File: src/rtl/ins_serializer.sv
// ins_serializer: transmit side of cpum's 1-bit `ins` instruction line.
// Host bytes are queued in a DEPTH-entry FIFO and framed out as
// start bit (1), eight data bits MSB-first, optional parity bit, and
// GAP_CYCLES low cycles. Back-to-back frames are separated by exactly
// GAP_CYCLES low cycles.
//
// Build option: define INS_PARITY_EN to insert an even-parity bit
// (XOR of the 8 data bits) after data bit 0. Without it the frame is
// cpum's default 9-bit framing.
//
// state  | meaning
// IDLE   | line low, waiting for FIFO to hold a byte
// START  | start bit (ins=1) for one cycle
// DATA   | eight data bits, MSB first, from the shift register
// PARITY | even parity bit (INS_PARITY_EN builds only)
// GAP    | GAP_CYCLES low cycles; frame_done on the last one

module ins_serializer #(
  parameter int DEPTH      = 8,
  parameter int GAP_CYCLES = 1
) (
  input  logic                     clk,
  input  logic                     rst_n,
  input  logic                     wr_valid,
  input  logic [7:0]               wr_data,
  output logic                     wr_ready,
  output logic                     ins,
  output logic                     busy,
  output logic                     frame_done,
  output logic [$clog2(DEPTH):0]   count
);

  localparam int AW = $clog2(DEPTH);
  localparam int CW = AW + 1;
  localparam int GW = (GAP_CYCLES > 1) ? $clog2(GAP_CYCLES) : 1;

  localparam logic [CW-1:0] FIFO_FULL = CW'(DEPTH);
  localparam logic [GW-1:0] GAP_LAST  = GW'(GAP_CYCLES - 1);
  localparam logic [GW-1:0] GAP_ONE   = GW'(1);

  typedef enum logic [2:0] {
    S_IDLE,
    S_START,
    S_DATA,
`ifdef INS_PARITY_EN
    S_PARITY,
`endif
    S_GAP
  } state_t;

  // FIFO storage and bookkeeping
  logic [7:0]    mem_q [DEPTH];
  logic [AW-1:0] wr_ptr_q, wr_ptr_d;
  logic [AW-1:0] rd_ptr_q, rd_ptr_d;
  logic [CW-1:0] count_q, count_d;

  // FSM and registered outputs
  state_t        state_q;
  logic [7:0]    shreg_q;
  logic [2:0]    bit_cnt_q;
  logic [GW-1:0] gap_cnt_q;
  logic          ins_q;
  logic          busy_q;
  logic          frame_done_q;
`ifdef INS_PARITY_EN
  logic          parity_q;
`endif

  logic       push;
  logic       pop;
  logic       fifo_empty;
  logic       gap_end;
  logic [7:0] head_byte;

  // Write acceptance comes from the registered count only, so a full FIFO
  // refuses a byte even in the cycle the FSM pops.
  assign wr_ready   = (count_q != FIFO_FULL);
  assign fifo_empty = (count_q == '0);
  assign push       = wr_valid && wr_ready;
  assign gap_end    = (state_q == S_GAP) && (gap_cnt_q == '0);
  assign pop        = !fifo_empty && ((state_q == S_IDLE) || gap_end);
  assign head_byte  = mem_q[rd_ptr_q];

  assign ins        = ins_q;
  assign busy       = busy_q;
  assign frame_done = frame_done_q;
  assign count      = count_q;

  // Next pointer/occupancy values; pointers wrap naturally since DEPTH is a power of two.
  always_comb begin
    wr_ptr_d = wr_ptr_q;
    rd_ptr_d = rd_ptr_q;
    count_d  = count_q;
    if (push) begin
      wr_ptr_d = wr_ptr_q + AW'(1);
    end
    if (pop) begin
      rd_ptr_d = rd_ptr_q + AW'(1);
    end
    case ({push, pop})
      2'b10:   count_d = count_q + CW'(1);
      2'b01:   count_d = count_q - CW'(1);
      default: count_d = count_q;
    endcase
  end

  // FIFO data array; contents need no reset because count gates every read.
  always_ff @(posedge clk) begin
    if (rst_n && push) begin
      mem_q[wr_ptr_q] <= wr_data;
    end
  end

  // FIFO pointers and occupancy; reset flushes the queue.
  always_ff @(posedge clk) begin
    if (!rst_n) begin
      wr_ptr_q <= '0;
      rd_ptr_q <= '0;
      count_q  <= '0;
    end else begin
      wr_ptr_q <= wr_ptr_d;
      rd_ptr_q <= rd_ptr_d;
      count_q  <= count_d;
    end
  end

  // Frame sequencer: every output is registered and set on entry to the state it belongs to.
  always_ff @(posedge clk) begin
    if (!rst_n) begin
      state_q      <= S_IDLE;
      shreg_q      <= '0;
      bit_cnt_q    <= '0;
      gap_cnt_q    <= '0;
      ins_q        <= 1'b0;
      busy_q       <= 1'b0;
      frame_done_q <= 1'b0;
`ifdef INS_PARITY_EN
      parity_q     <= 1'b0;
`endif
    end else begin
      frame_done_q <= 1'b0;
      case (state_q)
        S_IDLE: begin
          ins_q  <= 1'b0;
          busy_q <= 1'b0;
          if (pop) begin
            state_q <= S_START;
            shreg_q <= head_byte;
            ins_q   <= 1'b1;
            busy_q  <= 1'b1;
`ifdef INS_PARITY_EN
            parity_q <= ^head_byte;
`endif
          end
        end

        S_START: begin
          state_q   <= S_DATA;
          bit_cnt_q <= 3'd7;
          ins_q     <= shreg_q[7];
          shreg_q   <= {shreg_q[6:0], 1'b0};
        end

        S_DATA: begin
          if (bit_cnt_q == 3'd0) begin
`ifdef INS_PARITY_EN
            state_q <= S_PARITY;
            ins_q   <= parity_q;
`else
            state_q      <= S_GAP;
            ins_q        <= 1'b0;
            gap_cnt_q    <= GAP_LAST;
            frame_done_q <= (GAP_LAST == '0);
`endif
          end else begin
            bit_cnt_q <= bit_cnt_q - 3'd1;
            ins_q     <= shreg_q[7];
            shreg_q   <= {shreg_q[6:0], 1'b0};
          end
        end

`ifdef INS_PARITY_EN
        S_PARITY: begin
          state_q      <= S_GAP;
          ins_q        <= 1'b0;
          gap_cnt_q    <= GAP_LAST;
          frame_done_q <= (GAP_LAST == '0);
        end
`endif

        S_GAP: begin
          ins_q <= 1'b0;
          if (gap_cnt_q == '0) begin
            if (pop) begin
              state_q <= S_START;
              shreg_q <= head_byte;
              ins_q   <= 1'b1;
              busy_q  <= 1'b1;
`ifdef INS_PARITY_EN
              parity_q <= ^head_byte;
`endif
            end else begin
              state_q <= S_IDLE;
              busy_q  <= 1'b0;
            end
          end else begin
            gap_cnt_q    <= gap_cnt_q - GW'(1);
            frame_done_q <= (gap_cnt_q == GAP_ONE);
          end
        end

        default: begin
          state_q <= S_IDLE;
          ins_q   <= 1'b0;
          busy_q  <= 1'b0;
        end
      endcase
    end
  end

endmodule

File: config.mk
export PLATFORM = sky130hd
export DESIGN_NAME = ins_serializer
export DESIGN_NICKNAME = d
export VERILOG_FILES = /design/src/rtl/ins_serializer.sv
export SDC_FILE = /design/constraint.sdc
export NUM_CORES = 1
export LEC_CHECK = 0
export CORE_MARGIN = 4
export CORE_UTILIZATION = 45
export CTS_CLUSTER_DIAMETER = 100
export DETAILED_ROUTE_END_ITERATION = 12
export SLEW_MARGIN = 25
export SYNTH_ARGS = -nofsm -noshare
export SYNTH_HDL_FRONTEND = slang
export SYNTH_SLANG_ARGS = --single-unit
File: constraint.sdc
create_clock -name clk -period 3.1 [get_ports clk]
set_input_delay 0.465 -clock clk [delete_from_list [all_inputs] [get_ports clk]]
set_output_delay 0.465 -clock clk [all_outputs]
set_load 0.02 [all_outputs]
==> report_table.html <==
<table>
<tr><th>Metric</th><th>Value</th></tr>
<tr><th colspan="2">Synthesis</th></tr>
<tr><td>Cell type contributing the most total cell area after synthesis</td><td>edfxtp_1</td></tr>
<tr><td>Number of register bits inferred by synthesis</td><td>93</td></tr>
<tr><td>Synth warnings</td><td>0</td></tr>
<tr><td>Area contributors post-synth</td><td>edfxtp_1, dfxtp_1, mux4_2, ha_1, mux2i_1</td></tr>
<tr><td>Combinational family with the most area after synthesis</td><td>multiplexers</td></tr>
<tr><td>Syn nets</td><td>274</td></tr>
<tr><td>Proportion of netlist area held by the largest area contributor</td><td>50.2%</td></tr>
<tr><td>Post-synthesis instance total</td><td>252</td></tr>
<tr><td>Area fraction in and, or, nand and nor cells after synthesis</td><td>7.75%</td></tr>
<tr><td>Share of the synthesized area in compound gates (AO/OA/AOI/OAI)</td><td>6.38%</td></tr>
<tr><td>Synthesized area divided by synthesized cell count</td><td>15.2 um2</td></tr>
<tr><td>Share of flip-flops with an asynchronous set or reset</td><td>0%</td></tr>
<tr><td>Sequential area share after synthesis</td><td>65.4%</td></tr>
<tr><td>Most used flip-flop cell after synthesis</td><td>edfxtp_1</td></tr>
<tr><td>Post-synthesis mux area share</td><td>12.6%</td></tr>
<tr><td>Cell area after synthesis</td><td>3820 um2</td></tr>
<tr><td>Adder-cell area share of the yosys netlist</td><td>3.60%</td></tr>
<tr><td>Number of distinct library cells after synthesis</td><td>41</td></tr>
<tr><td>Count of flip-flops with a built-in enable after synthesis</td><td>64</td></tr>
<tr><td>Post-synthesis share of cell area spent on xor and xnor gates</td><td>1.60%</td></tr>
<tr><th colspan="2">Power</th></tr>
<tr><td>Relative contribution of sequential cells to total power</td><td>43.7%</td></tr>
<tr><td>Worst IR Drop VDD</td><td>0.437 mV</td></tr>
<tr><td>Clock share of power</td><td>23.4%</td></tr>
<tr><td>NetSw</td><td>1210 uW</td></tr>
<tr><td>Combinational group share of total power</td><td>32.9%</td></tr>
<tr><td>Power density relative to cell area</td><td>846 nW/um2</td></tr>
<tr><td>P_leak</td><td>0.00145 uW</td></tr>
<tr><td>Switching part of the total</td><td>32.5%</td></tr>
<tr><td>Cell internal pwr</td><td>2500 uW</td></tr>
<tr><th colspan="2">Timing</th></tr>
<tr><td>Final setup skew</td><td>0.0122 ns</td></tr>
<tr><td>Tightest slew margin relative to the limit</td><td>59.8%</td></tr>
<tr><td>Transition time at the pin with the least slew margin</td><td>0.602 ns</td></tr>
<tr><td>Number of hold-slack violations in the final timing report</td><td>0</td></tr>
<tr><td>Final total negative setup slack</td><td>0 ns</td></tr>
<tr><td>Shortest period the worst path allows</td><td>2.59 ns</td></tr>
<tr><td>Maximum clock rate</td><td>386 MHz</td></tr>
<tr><td>Final count of pins violating max slew</td><td>0</td></tr>
<tr><td>Share of the clock period used by the worst path after layout</td><td>83.5%</td></tr>
<tr><td>Endpoints failing setup</td><td>0</td></tr>
<tr><td>Final worst-path setup slack</td><td>0.511 ns</td></tr>
<tr><td>Setup repair after global routing missed its margin</td><td>no</td></tr>
<tr><th colspan="2">Global routing</th></tr>
<tr><td>Antenna violations before repair</td><td>0</td></tr>
<tr><td>Pin count of the biggest net entering global routing</td><td>20</td></tr>
<tr><td>Number of global-route vias before repair</td><td>2127</td></tr>
<tr><td>First-pass GRT wire length</td><td>11100 um</td></tr>
<tr><td>Most Used Layer, Global Route</td><td>met2</td></tr>
<tr><td>GR met2 Demand/Resource</td><td>24.0%</td></tr>
<tr><td>Fraction of met3 tracks used by global routing</td><td>4.66%</td></tr>
<tr><td>GRT Resource Usage Total</td><td>14.9%</td></tr>
<tr><td>GR Util met1</td><td>19.2%</td></tr>
<tr><td>Grt total ovfl</td><td>0</td></tr>
<tr><th colspan="2">Routing</th></tr>
<tr><td>Routed wire per std cell</td><td>17.5 um</td></tr>
<tr><td>Number of iterations in the first detailed-routing pass</td><td>4</td></tr>
<tr><td>Post-route DRC</td><td>0</td></tr>
<tr><td>Final wirelength</td><td>6780 um</td></tr>
<tr><td>1st-iter DRT viols</td><td>61</td></tr>
<tr><td>Remaining antenna violation count after routing</td><td>0</td></tr>
<tr><td>Via density</td><td>5.43</td></tr>
<tr><td>Vias after detailed routing</td><td>2107</td></tr>
<tr><th colspan="2">Clock tree</th></tr>
<tr><td>Post-CTS Setup Repair Bufs</td><td>0</td></tr>
<tr><td>Register clock-pin slew on the reported worst setup and hold paths</td><td>0.10 ns</td></tr>
<tr><td>Cell chosen for the clock root</td><td>clkbuf_8</td></tr>
<tr><td>TritonCTS clock tree</td><td>yes</td></tr>
<tr><td>Worst skew pair latency</td><td>0.35 ns</td></tr>
<tr><td>Clock tree sinks</td><td>93</td></tr>
<tr><td>Clock tree buffer depth</td><td>2</td></tr>
<tr><td>H-Tree Depth</td><td>3</td></tr>
<tr><td>Number of hold buffers added after CTS</td><td>0</td></tr>
<tr><td>TritonCTS buffer count</td><td>9</td></tr>
<tr><td>Post_cts resized</td><td>0</td></tr>
<tr><th colspan="2">Cells and area</th></tr>
<tr><td>Fraction of final layout cells sized beyond drive strength 1</td><td>18.4%</td></tr>
<tr><td>Total inserted antenna cells</td><td>0</td></tr>
<tr><td>Top library cells by usage in the layout, fill and taps aside</td><td>edfxtp_1, dfxtp_1, clkdlybuf4s50_1</td></tr>
<tr><td>Most common library cell in the layout ignoring fill and taps</td><td>edfxtp_1</td></tr>
<tr><td>Final Net Count</td><td>301</td></tr>
<tr><td>Area added between synthesis and finish</td><td>14.8%</td></tr>
<tr><th colspan="2">Worst setup path</th></tr>
<tr><td>Largest stage delay on the critical path</td><td>0.66 ns</td></tr>
<tr><td>Crit path kind</td><td>flop to flop</td></tr>
<tr><td>Data required, critical path</td><td>3.39 ns</td></tr>
<tr><td>Arrival time at the worst endpoint</td><td>2.88 ns</td></tr>
<tr><td>Cells along the critical path</td><td>or4b_1 -&gt; nand2_4 -&gt; ha_1 -&gt; xor2_1 -&gt; ha_1 -&gt; a21oi_1 -&gt; xor2_1 -&gt; or3_1 -&gt; a21oi_1</td></tr>
<tr><td>Worst Path Max Fanout</td><td>9</td></tr>
<tr><td>Worst Setup End Kind</td><td>flop</td></tr>
<tr><td>Slowest library cell on the worst path</td><td>or4b_1</td></tr>
<tr><td>Crit path launch type</td><td>flop</td></tr>
<tr><td>Number of cells on the worst reg-to-reg path</td><td>9</td></tr>
<tr><th colspan="2">Floorplan</th></tr>
<tr><td>Starting utilization of the core area</td><td>46.3%</td></tr>
<tr><td>Row count</td><td>33</td></tr>
<tr><td>I/O pins</td><td>19</td></tr>
<tr><td>Die boundary width</td><td>100 um</td></tr>
<tr><td>Placeable core region</td><td>8260 um2</td></tr>
<tr><td>Die Outline Area</td><td>10000 um2</td></tr>
<tr><td>Overall die height</td><td>100 um</td></tr>
<tr><th colspan="2">Job</th></tr>
<tr><td>Max cap viols</td><td>0</td></tr>
<tr><th colspan="2">Min path</th></tr>
<tr><td>Hold Crit Class</td><td>flop to flop</td></tr>
<tr><td>Number of instances on the worst hold path</td><td>2</td></tr>
<tr><th colspan="2">Placed design</th></tr>
<tr><td>Post-placement worst setup slack</td><td>0.524 ns</td></tr>
<tr><td>Number of port buffers</td><td>18</td></tr>
<tr><td>Last weighted congestion value of the routability-driven placer</td><td>0.787</td></tr>
<tr><td>Hpwl dp</td><td>4290 um</td></tr>
<tr><th colspan="2">Status</th></tr>
<tr><td>Outcome</td><td>finished, final reports clean</td></tr>
</table>
-- flip-flops by register name (all words and copies together) (netlist names), named ones only --
name        flops
ins             1
rd_ptr_q        3
count           4
busy            1
bit_cnt_q       3
shreg_q         8
state_q         2
mem_q          64
wr_ptr_q        3
frame_done      1
-- routing by layer --
layer  up-vias  share of wire, %  routed length (um)
met1      1025                45                3030
met2        43                49                3350
met5         -                 0                   0
met4         0               1.8                 123
li1       1030                 -                   -
met3         9               4.0                 272
-- layout make-up --
class                      count  area [um2]
clock buffer                   9         124
clock inverter                 6        93.8
fill                         696        3870
inverter                       7        26.3
multi-input combinational    137        1230
sequential                    93        2500
tap                          105         131
timing repair buffer          31         278
-- logic make-up (layout without fill, tap and decap cells) --
group / after synthesis / count (layout)
xor+xnor: 7 / 7
fa+ha+maj: 11 / 11
flops: 93 / 93
buf+inv: 22 / 53
simple gates: 55 / 55
mux: 28 / 28
compound gates: 36 / 36
-- cell usage after synthesis (all sizes together), types with 4 or more instances --
| cell type | count |
|---|---|
| buf | 11 |
| a21oi | 9 |
| ha | 11 |
| nor3 | 5 |
| o21ai | 8 |
| a32oi | 4 |
| edfxtp | 64 |
| xor2 | 6 |
| mux4 | 16 |
| nand3 | 10 |
| clkbuf | 4 |
| mux2i | 11 |
| nand2 | 10 |
| inv | 7 |
| dfxtp | 29 |
| nor2 | 14 |
| o22ai | 4 |
-- power by group through the flow --
stage | logic [uW] | registers (uW) | clock network (uW)
after global placement | 1220 | 1650 | 0
after CTS | 1240 | 1620 | 900
after floorplan | 933 | 1630 | 0
after detailed placement | 1230 | 1650 | 0
after global routing | 1370 | 1640 | 962
final | 1220 | 1620 | 870
-- final timing paths --
check             startpoint       end  slack [ns]
hold reg to reg   shreg_q[7]       ins        0.49
setup / recovery    count[2]  count[2]        0.51
hold / removal    shreg_q[7]       ins        0.49
setup reg to reg    count[2]  count[2]        0.51
-- worst max-delay path, delay by kind of cell, from the launching register on --
| family | cells | cell delay [ns] |
|---|---|---|
| compound gates | 2 | 0.20 |
| xor+xnor | 2 | 0.33 |
| fa+ha+maj | 2 | 0.43 |
| flops | 1 | 0.41 |
| simple gates | 3 | 1.16 |
-- metrics by stage --
| step | util, % | area, um2 | std cells | power (uW) | hold slack [ns] |
|---|---|---|---|---|---|
| final | 53.2 | 4390 | 388 | 3710 | 0.487 |
| after CTS | 53.2 | 4390 | 388 | 3760 | 0.491 |
| after detailed placement | 50.5 | 4170 | 373 | 2880 | 0.480 |
| after global routing | 53.2 | 4390 | 388 | 3970 | 0.519 |
| after floorplan | - | 3820 | 252 | 2560 | 0.445 |
| after global placement | 50.5 | 4170 | 373 | 2870 | 0.464 |
Power figures use the tool's default switching activity.
